[src/rtl/uart_pkg.sv]
// Shared UART definitions used by the transmit serializer and, later, the receiver.
//   - PARITY_* : parity mode encodings for the PARITY parameter
//   - tx_state_t : transmit frame sequencer states
//   - UART_DATA_BITS : default data width per frame
//   - parity_of() : parity bit for a data word under a given mode
package uart_pkg;

  localparam int UART_DATA_BITS = 8;

  localparam int PARITY_NONE = 0;
  localparam int PARITY_ODD  = 1;
  localparam int PARITY_EVEN = 2;

  typedef enum logic [2:0] {
    S_IDLE,
    S_WAIT,
    S_START,
    S_DATA,
    S_PARITY,
    S_STOP
  } tx_state_t;

  // Narrower words are zero-extended by the caller, which leaves parity unchanged.
  function automatic logic parity_of(input logic [7:0] d, input int mode);
    return (mode == PARITY_ODD) ? ~^d : ^d;
  endfunction

endpackage

[src/rtl/uart_tx_serializer.sv]
// UART transmit serializer. Takes one word per frame over a valid/ready interface
// and shifts it out as start bit, data LSB first, optional parity, stop bit(s).
// Bit timing comes entirely from baud_tick (one-clk enable per bit period).
// Ports:
//   clk        system clock
//   reset      synchronous, active-high
//   baud_tick  one-clk pulse per bit period
//   tx_valid   upstream has a word to send
//   tx_data    word to send, sampled only in the accept cycle
//   tx_ready   high while idle; accept happens on tx_valid && tx_ready
//   tx         registered serial output, idles high
//   tx_done    one-clk pulse when the last stop bit ends
module uart_tx_serializer
  import uart_pkg::*;
#(
  parameter int DATA_BITS = UART_DATA_BITS,
  parameter int PARITY    = PARITY_NONE,
  parameter int STOP_BITS = 1
) (
  input  logic                 clk,
  input  logic                 reset,
  input  logic                 baud_tick,
  input  logic                 tx_valid,
  input  logic [DATA_BITS-1:0] tx_data,
  output logic                 tx_ready,
  output logic                 tx,
  output logic                 tx_done
);

  localparam int CNT_W = $clog2(DATA_BITS);
  localparam logic [CNT_W-1:0] LAST_BIT  = CNT_W'(DATA_BITS - 1);
  localparam logic             LAST_STOP = 1'(STOP_BITS - 1);

  if (DATA_BITS < 5 || DATA_BITS > 8 || PARITY < 0 || PARITY > 2 ||
      (STOP_BITS != 1 && STOP_BITS != 2)) begin : g_bad_param
    $error("uart_tx_serializer: illegal DATA_BITS/PARITY/STOP_BITS");
  end

  tx_state_t            state, state_n;
  logic [DATA_BITS-1:0] data_q, data_n;
  logic                 parity_q, parity_n;
  logic [CNT_W-1:0]     bit_cnt, bit_cnt_n;
  logic                 stop_cnt, stop_cnt_n;
  logic                 tx_n, done_n;

  assign tx_ready = (state == S_IDLE);

  always_comb begin
    state_n    = state;
    data_n     = data_q;
    parity_n   = parity_q;
    bit_cnt_n  = bit_cnt;
    stop_cnt_n = stop_cnt;
    tx_n       = tx;
    done_n     = 1'b0;
    case (state)
      S_IDLE: begin
        tx_n = 1'b1;
        // A tick in this same cycle is not looked at: WAIT only reacts from the next cycle.
        if (tx_valid) begin
          data_n   = tx_data;
          parity_n = parity_of(8'(tx_data), PARITY);
          state_n  = S_WAIT;
        end
      end
      S_WAIT: if (baud_tick) begin
        state_n   = S_START;
        tx_n      = 1'b0;
        bit_cnt_n = '0;
      end
      S_START: if (baud_tick) begin
        state_n = S_DATA;
        tx_n    = data_q[0];
      end
      S_DATA: if (baud_tick) begin
        if (bit_cnt == LAST_BIT) begin
          if (PARITY != PARITY_NONE) begin
            state_n = S_PARITY;
            tx_n    = parity_q;
          end else begin
            state_n    = S_STOP;
            tx_n       = 1'b1;
            stop_cnt_n = 1'b0;
          end
        end else begin
          // tx follows the bit that becomes the new LSB after the shift
          data_n    = {1'b0, data_q[DATA_BITS-1:1]};
          tx_n      = data_q[1];
          bit_cnt_n = bit_cnt + 1'b1;
        end
      end
      S_PARITY: if (baud_tick) begin
        state_n    = S_STOP;
        tx_n       = 1'b1;
        stop_cnt_n = 1'b0;
      end
      S_STOP: if (baud_tick) begin
        if (stop_cnt == LAST_STOP) begin
          // Back to IDLE together with the done pulse so a new word can be
          // accepted in the done cycle.
          state_n = S_IDLE;
          done_n  = 1'b1;
        end else begin
          stop_cnt_n = stop_cnt + 1'b1;
        end
      end
      default: begin
        state_n = S_IDLE;
        tx_n    = 1'b1;
      end
    endcase
  end

  always_ff @(posedge clk) begin
    if (reset) begin
      state    <= S_IDLE;
      data_q   <= '0;
      parity_q <= 1'b0;
      bit_cnt  <= '0;
      stop_cnt <= 1'b0;
      tx       <= 1'b1;
      tx_done  <= 1'b0;
    end else begin
      state    <= state_n;
      data_q   <= data_n;
      parity_q <= parity_n;
      bit_cnt  <= bit_cnt_n;
      stop_cnt <= stop_cnt_n;
      tx       <= tx_n;
      tx_done  <= done_n;
    end
  end

endmodule
[config.mk]
export PLATFORM = sky130hd
export DESIGN_NAME = uart_tx_serializer
export DESIGN_NICKNAME = d
export VERILOG_FILES = /design/src/rtl/uart_pkg.sv /design/src/rtl/uart_tx_serializer.sv
export SDC_FILE = /design/constraint.sdc
export NUM_CORES = 1
export LEC_CHECK = 0
export CAP_MARGIN = 20
export CELL_PAD_IN_SITES_DETAIL_PLACEMENT = 1
export CELL_PAD_IN_SITES_GLOBAL_PLACEMENT = 1
export CORE_UTILIZATION = 25
export CTS_CLUSTER_SIZE = 20
export DETAILED_ROUTE_END_ITERATION = 16
export PLACE_DENSITY = 0.51
export SLEW_MARGIN = 30
export SYNTH_ARGS = -nofsm -noshare
export SYNTH_HDL_FRONTEND = slang
export SYNTH_SLANG_ARGS = --single-unit
[constraint.sdc]
create_clock -name clk -period 2.1 [get_ports clk]
set_input_delay 0.21 -clock clk [delete_from_list [all_inputs] [get_ports clk]]
set_output_delay 0.21 -clock clk [all_outputs]
set_load 0.03 [all_outputs]
==> flow_metrics.tcl <==
set metrics [dict create \
    status "finished, final reports clean" \
    numClockSinks 16 \
    setup_viol 0 \
    peakVddDrop_mv 0.2942 \
    worstMarginPinSlew_ns 0.5413 \
    grt_max_degree 15 \
    num_vias 817 \
    hold_buffers 0 \
    drv_cap 0 \
    finClkSkew_ns 0.003257 \
    synth_edf_count 0 \
    hold_viol 0 \
    synth_cell_types 35 \
    grt_overflow_total 0 \
    start_kind "register" \
    power_per_cell_area_mw_per_mm2 763.8 \
    h-tree-depth 1 \
    min_path_type "reg2reg" \
    dr.pass1.iters 4 \
    synth_area_um2 930.9 \
    portBuffers 14 \
    cts_buffers 3 \
    max_freq_ghz 0.5060 \
    grt_pass1_vias 875 \
    root_buffer "clkbuf_8" \
    diodes 0 \
    async_flop_share_pct 0 \
    clkSlewWorstSetupHoldPaths_ns 0.07 \
    initial_core_util_pct 27.04 \
    vias_per_cell 5.043 \
    die_w_um 63.02 \
    arrival_ns 1.77 \
    synthTopCellsByArea "dfxtp_1 34%, a211oi_1 11%, mux2i_1 9.7%" \
    seq_area_frac_synth_pct 34.41 \
    hpwl_um 1774 \
    relSlewSlack_pct 63.87 \
    drive_gt1_share_pct 13.79 \
    ys_warn_count 0 \
    path_class "reg2out" \
    period_share_pct 94.11 \
    std_cell_rows 21 \
    area_growth_pct 27.82 \
    drtIter0Drc 23 \
    tns_ns 0 \
    synth_area_leader_cell "dfxtp_1" \
    yosys.area.top_type_share_pct 34.41 \
    drc 0 \
    required_ns 1.89 \
    antenna_found_initial 0 \
    nFillCells 402 \
    wl_per_cell_um 14.89 \
    holdWs_ns 0.4573 \
    cts_tree "yes" \
    ys.flop_type "dfxtp_1" \
    synthCells 99 \
    rsz0062_at_grt "no" \
    clock_latency_ns 0.25 \
    ioPinCount 15 \
    min_period_ns 1.976 \
    syn-num-nets 113 \
    clockBufferDepth 2 \
    crit_path_end_kind "primary output" \
    gp_congestion 0.6798 \
    nets 131 \
    grt_pass1_wl_um 4160 \
    ys_ff_latch 16 \
    avgSynthCellArea_um2 9.403 \
    fp.dieArea_mm2 0.003972 \
    synth_common_cells "16 x dfxtp_1, 14 x a211oi_1, 9 x mux2i_1" \
    cts_setup_buffers 0 \
    leakage_nw 0.4747 \
    critPathMaxFanout 13 \
    die_h_um 63.02 \
    cts-resized-gates 0 \
    grt.total_usage_pct 13.49 \
    coreArea_mm2 0.003442 \
    yosysMostFrequentCell "dfxtp_1" \
    routed_wl_um 2412 \
    postRouteAntennaNets 0 \
    slew_viol_final 0 \
]
## worst max-delay path: stages, from the launching register on
cell	delay (ns)
dfxtp_1	0.45
nor3_1	0.33
clkdlybuf4s50_1	0.73
## registers in the layout, indices dropped and copies added, names as in the netlist
| register | count |
|---|---|
| data_q | 8 |
| bit_cnt | 3 |
| state | 3 |
| tx | 1 |
| tx_done | 1 |
## cell families (layout without fill, tap and decap cells)
family | Yosys count | in the layout | synth area share, %
AOI/OAI and AO/OA | 34 | 34 | 26.08
adders and majority gates | 2 | 2 | 2.688
buffers and inverters | 13 | 30 | 7.796
DFF | 16 | 16 | 34.41
muxes | 9 | 9 | 9.678
and+or+nand+nor | 25 | 25 | 19.36
## final timing paths
| kind | startpoint | to | slack (ns) | cells after the start |
|---|---|---|---|---|
| min | data_q[7] | data_q[7] | 0.46 | 2 |
| max reg2reg | bit_cnt[0] | bit_cnt[1] | 0.33 | 5 |
| min reg2reg | data_q[7] | data_q[7] | 0.46 | 2 |
| max | state[0] | tx_ready | 0.12 | 2 |
## cells in the final DEF, fill, tap and decap left out, drive strengths merged
| cell | n |
|---|---|
| a31oi | 1 |
| a21oi | 5 |
| dfxtp | 16 |
| and3 | 1 |
| buf | 9 |
| and2 | 1 |
| o2111a | 2 |
| clkdlybuf4s50 | 14 |
| nor3 | 2 |
| clkbuf | 4 |
| or3b | 1 |
| nor4bb | 1 |
| nand2 | 2 |
| o21ba | 1 |
| nand3b | 4 |
| nor2b | 4 |
| nand4b | 1 |
| nor2 | 3 |
| a2111oi | 1 |
| a211oi | 14 |
| or4b | 2 |
| o221ai | 1 |
| o21ai | 6 |
| ha | 2 |
| inv | 3 |
| o21bai | 1 |
| nor4 | 1 |
| o211ai | 2 |
| mux2i | 9 |
| nand4 | 1 |
| nor4b | 1 |
## where the power goes
| group | switching, mW | internal [mW] | leakage, nW |
|---|---|---|---|
| clock network | 0.114 | 0.166 | 0.0288 |
| registers | 0.0427 | 0.340 | 0.131 |
| logic | 0.123 | 0.123 | 0.315 |
## layout make-up
type / instances / area, µm² / share of cell area, %
timing repair buffer: 23 / 207.7 / 17.46
multi-input combinational: 70 / 538.0 / 45.22
inverter: 3 / 11.26 / 0.9464
tap: 46 / 57.56 / 4.837
clock buffer: 4 / 55.05 / 4.627
sequential: 16 / 320.3 / 26.92
## layer usage
metal  global-route usage, %  wire length [µm]  part of all wire, %
met1                   17.84              1201                   50
met2                   21.24              1126                   47
met4                   6.105                37                  1.5
met3                   2.190                47                  1.9
met5                       0                 0                    0
## metrics by stage
stage | instance area [µm²] | util (%) | setup slack, ns | total power [mW] | instances
CTS | 1190 | 34.57 | 0.08539 | 0.9235 | 162
floorplan | 930.9 | - | 0.4012 | 0.5514 | 99
global placement | 1135 | 32.97 | 0.3567 | 0.6325 | 158
finish | 1190 | 34.57 | 0.1237 | 0.9089 | 162
detailed placement | 1135 | 32.97 | 0.3435 | 0.6382 | 158
global route | 1190 | 34.57 | 0.003955 | 0.9679 | 162
(Power assumes the default switching activity.)
